`config.mk`:
```
export PLATFORM = sky130hd
export DESIGN_NAME = alu_issue_flat
export DESIGN_NICKNAME = d
export VERILOG_FILES = /design/src/rtl/alu_issue_if.sv /design/src/rtl/alu_issue.sv /design/src/flat_wrapper.sv
export SDC_FILE = /design/constraint.sdc
export NUM_CORES = 1
export LEC_CHECK = 0
export CELL_PAD_IN_SITES_DETAIL_PLACEMENT = 0
export CELL_PAD_IN_SITES_GLOBAL_PLACEMENT = 1
export CORE_MARGIN = 4
export CORE_UTILIZATION = 46
export CTS_CLUSTER_DIAMETER = 40
export DETAILED_ROUTE_END_ITERATION = 10
export GPL_ROUTABILITY_DRIVEN = 0
export GPL_TIMING_DRIVEN = 0
export PLACE_DENSITY_LB_ADDON = 0.2
export SETUP_SLACK_MARGIN = 0.4
export SYNTH_ARGS = -nofsm -noshare
export SYNTH_HDL_FRONTEND = slang
export SYNTH_SLANG_ARGS = --single-unit
```
`constraint.sdc`:
```
create_clock -name clk -period 4.35 [get_ports clk]
set_clock_uncertainty 0.1 [all_clocks]
set_input_delay 0.87 -clock clk [delete_from_list [all_inputs] [get_ports clk]]
set_output_delay 0.87 -clock clk [all_outputs]
set_load 0.02 [all_outputs]
```
`src/rtl/alu_issue_if.sv`:
```
// Issue-side bundle for alu_issue: instruction handshake, adder operand/result
// path, carry flag and register-file debug port.
interface alu_issue_if;
    logic       instr_valid;
    logic       instr_ready;
    logic [1:0] instr_op;
    logic [1:0] instr_rd;
    logic [1:0] instr_rs;
    logic [7:0] instr_imm;
    logic [7:0] op_a;
    logic [7:0] op_b;
    logic       op_cin;
    logic       op_valid;
    logic [7:0] res_sum;
    logic       res_cout;
    logic       carry_flag;
    logic [1:0] dbg_sel;
    logic [7:0] dbg_data;

    modport slave (
        input  instr_valid, instr_op, instr_rd, instr_rs, instr_imm,
        input  res_sum, res_cout, dbg_sel,
        output instr_ready, op_a, op_b, op_cin, op_valid, carry_flag, dbg_data
    );

    modport master (
        output instr_valid, instr_op, instr_rd, instr_rs, instr_imm,
        output res_sum, res_cout, dbg_sel,
        input  instr_ready, op_a, op_b, op_cin, op_valid, carry_flag, dbg_data
    );
endinterface

```
`src/rtl/alu_issue.sv`:
```
// Two-state issue unit: 4x8-bit register file feeding an external adder,
// one ADD/ADC in flight at a time, result written back on the EXEC exit edge.
module alu_issue (
    input  logic        clk,
    input  logic        rst,
    alu_issue_if.slave  bus
);
    localparam logic [0:0] S_IDLE = 1'b0;
    localparam logic [0:0] S_EXEC = 1'b1;

    localparam logic [1:0] OP_ADD = 2'b00;
    localparam logic [1:0] OP_ADC = 2'b01;
    localparam logic [1:0] OP_LDI = 2'b10;

    logic [0:0]      r_state;
    logic [3:0][7:0] r_regs;
    logic            r_carry;
    logic [7:0]      r_op_a;
    logic [7:0]      r_op_b;
    logic            r_op_cin;
    logic [1:0]      r_rd;
    logic            w_accept;

    assign w_accept = bus.instr_valid && (r_state == S_IDLE);

    always_ff @(posedge clk or posedge rst) begin
        if (rst) begin
            r_state  <= S_IDLE;
            r_regs   <= '0;
            r_carry  <= 1'b0;
            r_op_a   <= 8'h00;
            r_op_b   <= 8'h00;
            r_op_cin <= 1'b0;
            r_rd     <= 2'd0;
        end else begin
            case (r_state)
                S_IDLE: begin
                    if (w_accept) begin
                        case (bus.instr_op)
                            OP_ADD, OP_ADC: begin
                                // Both operands read before any write, so rd==rs sees the old value
                                r_op_a   <= r_regs[bus.instr_rd];
                                r_op_b   <= r_regs[bus.instr_rs];
                                r_op_cin <= (bus.instr_op == OP_ADC) ? r_carry : 1'b0;
                                r_rd     <= bus.instr_rd;
                                r_state  <= S_EXEC;
                            end
                            OP_LDI:  r_regs[bus.instr_rd] <= bus.instr_imm;
                            default: ;
                        endcase
                    end
                end
                S_EXEC: begin
                    r_regs[r_rd] <= bus.res_sum;
                    r_carry      <= bus.res_cout;
                    r_state      <= S_IDLE;
                end
                default: r_state <= S_IDLE;
            endcase
        end
    end

    assign bus.instr_ready = (r_state == S_IDLE);
    assign bus.op_valid    = (r_state == S_EXEC);
    assign bus.op_a        = r_op_a;
    assign bus.op_b        = r_op_b;
    assign bus.op_cin      = r_op_cin;
    assign bus.carry_flag  = r_carry;
    assign bus.dbg_data    = r_regs[bus.dbg_sel];
endmodule

```
`src/flat_wrapper.sv`:
```
// flat-port wrapper written by rule: the top's interface ports become plain ports
module alu_issue_flat 
  (clk, rst, bus_instr_valid, bus_instr_op, bus_instr_rd, bus_instr_rs, bus_instr_imm, bus_res_sum, bus_res_cout, bus_dbg_sel, bus_instr_ready, bus_op_a, bus_op_b, bus_op_cin, bus_op_valid, bus_carry_flag, bus_dbg_data);
  alu_issue_if bus_i ();
  input  logic clk;
  input  logic rst;
  input wire logic [$bits(bus_i.instr_valid)-1:0] bus_instr_valid;
  input wire logic [$bits(bus_i.instr_op)-1:0] bus_instr_op;
  input wire logic [$bits(bus_i.instr_rd)-1:0] bus_instr_rd;
  input wire logic [$bits(bus_i.instr_rs)-1:0] bus_instr_rs;
  input wire logic [$bits(bus_i.instr_imm)-1:0] bus_instr_imm;
  input wire logic [$bits(bus_i.res_sum)-1:0] bus_res_sum;
  input wire logic [$bits(bus_i.res_cout)-1:0] bus_res_cout;
  input wire logic [$bits(bus_i.dbg_sel)-1:0] bus_dbg_sel;
  output wire logic [$bits(bus_i.instr_ready)-1:0] bus_instr_ready;
  output wire logic [$bits(bus_i.op_a)-1:0] bus_op_a;
  output wire logic [$bits(bus_i.op_b)-1:0] bus_op_b;
  output wire logic [$bits(bus_i.op_cin)-1:0] bus_op_cin;
  output wire logic [$bits(bus_i.op_valid)-1:0] bus_op_valid;
  output wire logic [$bits(bus_i.carry_flag)-1:0] bus_carry_flag;
  output wire logic [$bits(bus_i.dbg_data)-1:0] bus_dbg_data;
  assign bus_i.instr_valid = bus_instr_valid;
  assign bus_i.instr_op = bus_instr_op;
  assign bus_i.instr_rd = bus_instr_rd;
  assign bus_i.instr_rs = bus_instr_rs;
  assign bus_i.instr_imm = bus_instr_imm;
  assign bus_i.res_sum = bus_res_sum;
  assign bus_i.res_cout = bus_res_cout;
  assign bus_i.dbg_sel = bus_dbg_sel;
  assign bus_instr_ready = bus_i.instr_ready;
  assign bus_op_a = bus_i.op_a;
  assign bus_op_b = bus_i.op_b;
  assign bus_op_cin = bus_i.op_cin;
  assign bus_op_valid = bus_i.op_valid;
  assign bus_carry_flag = bus_i.carry_flag;
  assign bus_dbg_data = bus_i.dbg_data;
  alu_issue u_core (.clk(clk), .rst(rst), .bus(bus_i));
endmodule
```
== Yosys cells after proc, flatten, opt, wreduce, memory -nomap -nowiden ==
Index checks and enable logic that the tools add are counted.

* Flip-flop bits (word level): 53
* Output and inout port bits: 28

* Magnitude comparators: 6
* Equal/unequal tests: 4
* Muxes and demuxes: 19
* Bitwise logic cells: 1
* Reductions and logical operators: 7

{| class="wikitable"
|+ Operators with widths
! operator !! number
|-
| $bwmux W32 || 2
|-
| $mux W32 || 2
|-
| $pmux W32 S2 || 1
|-
| $bmux W8 S2 || 3
|-
| $mux W8 || 5
|-
| $demux W8 S2 || 2
|-
| $lt A2 B3 Y1 const B || 4
|-
| $ge A2 B1 Y1 const B || 2
|-
| $ne A2 B1 Y1 const B || 2
|-
| $logic_and A1 B1 Y1 || 3
|-
| $mux W1 || 3
|-
| $reduce_and A3 Y1 || 1
|-
| $eq A2 B1 Y1 const B || 1
|-
| $eq A2 B2 Y1 const B || 1
|-
| $logic_not A2 Y1 || 1
|-
| $pmux W1 S2 || 1
|-
| $reduce_and A2 Y1 || 1
|-
| $reduce_or A2 Y1 || 1
|-
| $not A1 Y1 || 1
|}

== Depth between registers and ports, before layout ==
Gate-level depths: netlist of run 1.

* Depth after elaboration: 8
* Depth in mapped cells: 6

== Least setup slack after synthesis of run 1 ==
No wires, ideal clock.

* Path type: input to output
* Start point: input port bus_dbg_sel[0]
* End point: output port bus_dbg_data[0]
* Data arrival time: 1.698 ns
* Data required time: 3.380 ns
* Slack: 1.682 ns
* Cell stages on the path: 2
* Path through: buf_2 > mux4_2

* Cells in the longest elaborated chain, start to end: 2

{| class="wikitable"
|+ Ends and longest elaborated chain
! element !! line !! source
|-
| start, declared || flat_wrapper.sv:14 || <nowiki>input wire logic [$bits(bus_i.dbg_sel)-1:0] bus_dbg_sel;</nowiki>
|-
| $bmux W8 S2 || alu_issue.sv:69 || <nowiki>assign bus.dbg_data = r_regs[bus.dbg_sel];</nowiki>
|-
| $mux W8 (not written as such) || alu_issue.sv:69 ||
|-
| end, declared || flat_wrapper.sv:21 || <nowiki>output wire logic [$bits(bus_i.dbg_data)-1:0] bus_dbg_data;</nowiki>
|}

Every way passes these cells. The select of a mux whose other input is x is not followed.

== Worst setup path in the final report of run 1 ==
* Start point: input port bus_dbg_sel[1]
* End point: output port bus_dbg_data[0]

Same word-level chain as after synthesis.

==> key figures, run 1 <==
Run status
  • Outcome: finished, final reports clean

Yosys
  • Synth unique cells: 35
  • Synth top area share: 44.7%
  • Synth Register Bits: 53
  • Cells after synthesis: 211
  • Top-count cell post-synth: dfrtp_1
  • Synth area leader: dfrtp_1
  • Syn Nets: 239
  • Post-synth EDFFs: 0
  • Mapped Area: 0.00297 sq mm
  • Top post-synthesis cells by area: dfrtp_1 (45%), mux4_2 (15%), a221o_1 (9.4%), mux2_2 (6.4%), and2_1 (4.8%)
  • Seq/Total Area, Yosys: 44.7%
  • FFs w/ async S/R, synth: 100%
  • Synth Warn #: 0
  • Post-synth top cells: dfrtp_1 (53), a221o_1 (28), and2_1 (23)
  • Ys flop type: dfrtp_1
  • Syn avg cell area: 14.1 sq um

Clocking
  • Total CTS buffers: 5
  • CTS tree: done
  • Max clock buf depth: 2
  • Number of hold buffers added after cts: 0
  • Clock Tree Root: clkbuf_8
  • Clock transition at path regs: 0.09 ns
  • PostCTS Resize Cnt: 0
  • # Post-CTS Setup Buffers: 0
  • Clk_lat worst skew: 0.30 ns
  • H-tree levels: 2
  • CTS Sinks: 53

Floorplanning
  • Die Y: 88.4 um
  • Row Count: 29
  • Core area: 0.00631 sq mm
  • IO Pins: 56
  • DIE AREA: 0.00781 sq mm
  • Starting density of the core: 47.0%
  • Die W: 88.4 um

Run
  • Max-cap violations: 0

GRT
  • GRT Resource Usage Total: 22.3%
  • First-pass GRT wire length: 12,600 um
  • GRT overflow: 0
  • Initial antenna violation count: 0
  • Vias in the first global route: 2,268
  • Largest net degree at the start of global routing: 30

Timing
  • Slew Viols, Final: 0
  • Finish-stage setup viols: 0
  • Worst rel slew slack: 16.9%
  • Final WS setup: 1.04 ns
  • Max Clock Freq: 302 MHz
  • Final Critical Period: 3.31 ns
  • Setup TNS: 0 ns
  • Worst slew pin tran: 1.24 ns
  • Hold Vio Cnt, Final: 0
  • Hold WS: 0.380 ns
  • RSZ-0062 raised after global routing: no
  • Period utilization: 76.2%

Worst setup path
  • CP Capture Type: primary output
  • CP top delay family: buffers and inverters
  • Reg-to-Reg End: u_core.r_regs[6]
  • CP Max Fanout: 8
  • Worst EP required: 3.38 ns
  • Reg2Reg Setup Slack: 2.20 ns
  • R2R depth: 3
  • Worst Path Arrival: 2.34 ns
  • Critical path launch point type: input pin
  • CP Cell Sequence: buf_1 > mux4_2 > clkdlybuf4s50_1
  • R2r startpoint: u_core.bus.op_valid
  • Largest stage delay, worst path: 0.55 ns
  • Critical path class: input pin to primary output
  • Slowest CP cell: clkdlybuf4s50_1
  • Critical path buffers and inverters: 2

Place
  • Placed Cells: 340
  • DP Wirelength: 5300 um
  • PortBufs: 51
  • Post-DP Area: 0.00360 sq mm
  • Dpl ws: 1.04 ns

Power
  • Worst vdd ir: 273 uV
  • Lkg Pwr: 1.58 nW
  • Tot Pwr: 1.84 mW
  • PwrDens: 499 mW/mm^2

Detailed routing
  • DRC: 0
  • Vias per inst: 6.16
  • Wire length per cell: 22.7 um
  • Iteration-0 DRC Markers: 113
  • Drt first pass iters: 4
  • Antenna Violating Nets Remaining: 0
  • Total wire length: 7870 um
  • DR vias: 2,137

Worst hold path
  • Worst hold path endpoint: u_core.bus.op_cin
  • Hold depth: 2
  • Worst Hold Class: flip-flop to flip-flop
  • HP Start: u_core.bus.op_cin

Cells and area
  • Post-route cell area: 0.00368 sq mm
  • N_diodes: 0
  • Final design utilization: 58.3%
  • Area Overhead vs Synth: 24.0%
  • Nets: 298
  • Fin cells: 347
  • Share of layout cells above drive strength 1: 29.3%
-- power by group --
part	leakage, nW	total, mW	internal, mW	switching, mW
clock network	0.0443	0.285	0.127	0.158
logic	0.862	0.748	0.458	0.290
registers	0.671	0.804	0.666	0.138
-- metal layers --
| layer | track usage [%] | routed length (um) |
|---|---|---|
| met4 | 6.32 | 80 |
| met5 | 0 | 0 |
| met3 | 4.84 | 659 |
| met1 | 30.7 | 3250 |
| met2 | 36.1 | 3880 |
-- registers in the layout, summed over array words and instances, names as in the netlist --
signal	count
u_core.bus.op_a	8
u_core.bus.op_valid	1
u_core.r_rd	2
u_core.bus.op_b	8
u_core.bus.op_cin	1
u_core.r_regs	32
u_core.bus.carry_flag	1
-- final cells by class --
cell class / count / area [sq um]
Tap cell: 77 / 96.3
Clock buffer: 7 / 86.3
Sequential cell: 53 / 1330
Buffer: 15 / 92.6
Fill cell: 550 / 2630
Inverter: 4 / 20.0
Multi-Input combinational cell: 139 / 1530
Timing Repair Buffer: 52 / 531
-- kinds of logic after synthesis --
kind of cell,after synthesis,share of synthesized area (%)
AOI/OAI and AO/OA,37,12.8
buffers and inverters,19,3.79
and+or+nand+nor,61,13.6
muxes,41,25.1
DFF,53,44.7
-- worst min-delay path, cell delays in order, from the launching register on --
cell,delay [ns]
dfrtp_1,0.36
nand2_1,0.05
nand2_1,0.05
-- how the worst max path moves through the flow --
stage	from	end	depth (start not counted)
detailed placement	bus_dbg_sel[1]	bus_dbg_data[0]	3
finish	bus_dbg_sel[1]	bus_dbg_data[0]	3
global route	bus_dbg_sel[1]	bus_dbg_data[1]	3
global placement	rst	u_core.r_regs[22]	2
CTS	bus_dbg_sel[1]	bus_dbg_data[0]	3
floorplan	bus_dbg_sel[0]	bus_dbg_data[0]	2
-- cells in the final DEF, fill, tap and decap left out, drive strengths merged --
cell type	netlist	layout
nor2	2	2
clkbuf	4	11
inv	3	3
mux4	24	24
o21ai	1	1
nor2b	4	4
nand2	6	6
a221o	32	32
a21oi	2	2
and2	29	29
a31oi	1	1
clkdlybuf4s50	0	51
nor3	1	1
or2b	1	1
and2b	4	4
clkinv	1	1
nor4bb	1	1
o21ba	1	1
and3	7	7
mux2	17	17
dfrtp	53	53
or3b	1	1
nand3	1	1
nand4bb	1	1
nor3b	1	1
buf	11	12
and3b	2	2
Power figures use the tool's default switching activity.
==> run 2: changes to the inputs <==
--- a/config.mk
+++ b/config.mk
@@ -8,7 +8,7 @@
 export CELL_PAD_IN_SITES_DETAIL_PLACEMENT = 0
 export CELL_PAD_IN_SITES_GLOBAL_PLACEMENT = 1
 export CORE_MARGIN = 4
-export CORE_UTILIZATION = 46
+export CORE_UTILIZATION = 43
 export CTS_CLUSTER_DIAMETER = 40
 export DETAILED_ROUTE_END_ITERATION = 10
 export GPL_ROUTABILITY_DRIVEN = 0
==> constraint.sdc (replaced) <==
create_clock -name clk -period 3.2 [get_ports clk]
set_clock_uncertainty 0.1 [all_clocks]
set_input_delay 0.64 -clock clk [delete_from_list [all_inputs] [get_ports clk]]
set_output_delay 0.64 -clock clk [all_outputs]
set_load 0.02 [all_outputs]
==> key figures, run 2 (synthesis results as in run 1) <==
Run status
  • Outcome: finished, final reports clean

GRT
  • Initial antenna violation count: 0 (unchanged)
  • GRT Resource Usage Total: 19.5% (-2.9 points)
  • First-pass GRT wire length: 12,300 um (-2.4%)
  • GRT overflow: 0 (unchanged)
  • Largest net degree at the start of global routing: 38 (+27%)
  • Vias in the first global route: 2,146 (-5.4%)

Worst setup path
  • R2R depth: 3 (unchanged)
  • Worst EP required: 2.46 ns (-0.92 ns)
  • R2r startpoint: u_core.bus.op_valid
  • Reg2Reg Setup Slack: 1.12 ns (-1.08 ns)
  • Worst Path Arrival: 1.95 ns (-0.39 ns)
  • Critical path class: input pin to primary output
  • CP Max Fanout: 8 (unchanged)
  • CP Capture Type: primary output
  • Reg-to-Reg End: u_core.r_regs[7]
  • Critical path launch point type: input pin

Timing
  • Period utilization: 84.2%
  • Slew Viols, Final: 0 (unchanged)
  • Worst rel slew slack: 22.6% (+5.6 points)
  • Max Clock Freq: 371 MHz
  • Finish-stage setup viols: 0 (unchanged)
  • Hold Vio Cnt, Final: 0 (unchanged)
  • Final Critical Period: 2.69 ns
  • Worst slew pin tran: 1.15 ns (-0.0839 ns)
  • Final WS setup: 0.507 ns (-0.531 ns)
  • Setup TNS: 0 ns (unchanged)
  • RSZ-0062 raised after global routing: no

Clocking
  • # Post-CTS Setup Buffers: 0 (unchanged)
  • H-tree levels: 2 (unchanged)
  • Total CTS buffers: 5 (unchanged)
  • Max clock buf depth: 2 (unchanged)
  • CTS Sinks: 53 (unchanged)
  • Clk_lat worst skew: 0.31 ns (about the same)
  • Clock transition at path regs: 0.10 ns (about the same)
  • CTS tree: done
  • Clock Tree Root: clkbuf_8

Floorplanning
  • IO Pins: 56 (unchanged)
  • DIE AREA: 0.00830 sq mm (+6.3%)
  • Die Y: 91.1 um (+3.1%)
  • Core area: 0.00676 sq mm (+7.0%)
  • Starting density of the core: 44.0% (-3.1 points)
  • Die W: 91.1 um (+3.1%)
  • Row Count: 30 (+3.4%)

Power
  • Clock power share: 17.8% (+2.3 points)
  • Lkg Pwr: 1.59 nW (+0.84%)
  • Reg power frac: 42.5% (-1.3 points)
  • Int Power: 1.76 mW (+40%)
  • Sw frac: 31.7% (-0.15 points)
  • PwrDens: 694 mW/mm^2 (+39%)
  • Combinational Power Share: 39.8% (-0.9 points)
  • Net Sw Power: 0.817 mW (+39%)
  • Worst vdd ir: 372 uV (+36%)

Detailed routing
  • DR vias: 2,105 (-1.5%)
  • Top layer in use: met4
  • Wire length per cell: 22.5 um (-0.77%)
  • Met2 wire len: 3860 um (-0.46%)
  • Drt first pass iters: 4 (unchanged)
  • Met3 wire len: 352 um (-47%)
  • DRC: 0 (unchanged)
  • Met1 WL: 3600 um (+11%)
  • Antenna Violating Nets Remaining: 0 (unchanged)
  • Iteration-0 DRC Markers: 132 (+17%)
  • Vias per inst: 6.01 (-2.3%)
  • Total wire length: 7870 um (about the same)

Run
  • Max-cap violations: 0 (unchanged)

Cells and area
  • Final design utilization: 54.9% (-3.5 points)
  • Commonest non-fill, non-tap cell in the layout: dfrtp_1
  • Top reg by flops: u_core.r_regs
  • Largest register FFs: 32 (unchanged)
  • Commonest cells after routing, fill and taps aside: dfrtp_1 (53), clkdlybuf4s50_1 (51), a221o_1 (28)
  • Filler cells: 591 (+7.5%)
  • Nets: 298 (unchanged)
  • Share of layout cells above drive strength 1: 30.0% (+0.74 points)
  • Area Overhead vs Synth: 24.9%
  • N_diodes: 0 (unchanged)

Worst hold path
  • Hold depth: 2 (unchanged)
  • Worst hold path endpoint: u_core.bus.op_cin
  • Worst Hold Class: flip-flop to flip-flop
  • HP Start: u_core.bus.op_cin

Place
  • DP Wirelength: 5210 um (-1.8%)
  • Dpl ws: 0.266 ns (-0.778 ns)
  • PortBufs: 51 (unchanged)
==> run 2: stage by stage <==
stage / instance area (sq um) / hold WS [ns] / instances / power [mW]
after floorplan: 2970 / 0.403 / 211 / 1.70
after global placement: 3580 / 0.364 / 342 / 2.12
after detailed placement: 3600 / 0.365 / 343 / 2.13
after CTS: 3710 / 0.393 / 350 / 2.59
after global routing: 3710 / 0.430 / 350 / 2.70
final: 3710 / 0.387 / 350 / 2.57
==> run 2: critical path: stages <==
cell	delay [ns]
buf_4	0.21
mux4_2	0.54
clkdlybuf4s50_1	0.55
==> run 2: worst max path at each step <==
stage | startpoint | to | slack [ns] | cells past startpoint
3_5_place_dp | bus_instr_rd[1] | u_core.r_regs[7] | 0.27 | 4
6_report | bus_dbg_sel[0] | bus_dbg_data[7] | 0.51 | 3
3_3_place_gp | rst | u_core.r_regs[8] | 0.07 | 2
2_1_floorplan | bus_dbg_sel[0] | bus_dbg_data[0] | 0.99 | 2
5_1_grt | bus_dbg_sel[0] | bus_dbg_data[7] | 0.46 | 3
4_1_cts | bus_dbg_sel[0] | bus_dbg_data[7] | 0.48 | 3
==> run 2: area by class of cell <==
type                       count  area (sq um)  area share (%)
sequential                    53          1330            35.8
inverter                       4          20.0           0.540
tap                           80           100            2.70
clock inverter                 2          35.0           0.945
multi-input combinational    139          1530            41.3
clock buffer                   5          68.8            1.86
timing repair buffer          52           531            14.3
buffer                        15          96.3            2.60
==> run 2: repair_timing <==
action,4_1_cts,5_1_grt
hold buffers,0,0
gates resized for setup,2,0
setup endpoints to repair,8,0
==> run 2: power groups by stage <==
stage / clock network, mW / logic [mW] / registers (mW)
detailed placement: 0 / 1.03 / 1.10
finish: 0.457 / 1.02 / 1.09
global route: 0.486 / 1.09 / 1.13
CTS: 0.461 / 1.03 / 1.09
floorplan: 0 / 0.529 / 1.18
global placement: 0 / 1.02 / 1.10
==> run 2: per-layer routing <==
metal / vias to the layer above / global-route usage [%]
met3: 7 / 4.89
li1: 947 / -
met5: - / 0
met4: 0 / 3.27
met1: 1092 / 27.2
met2: 59 / 31.3
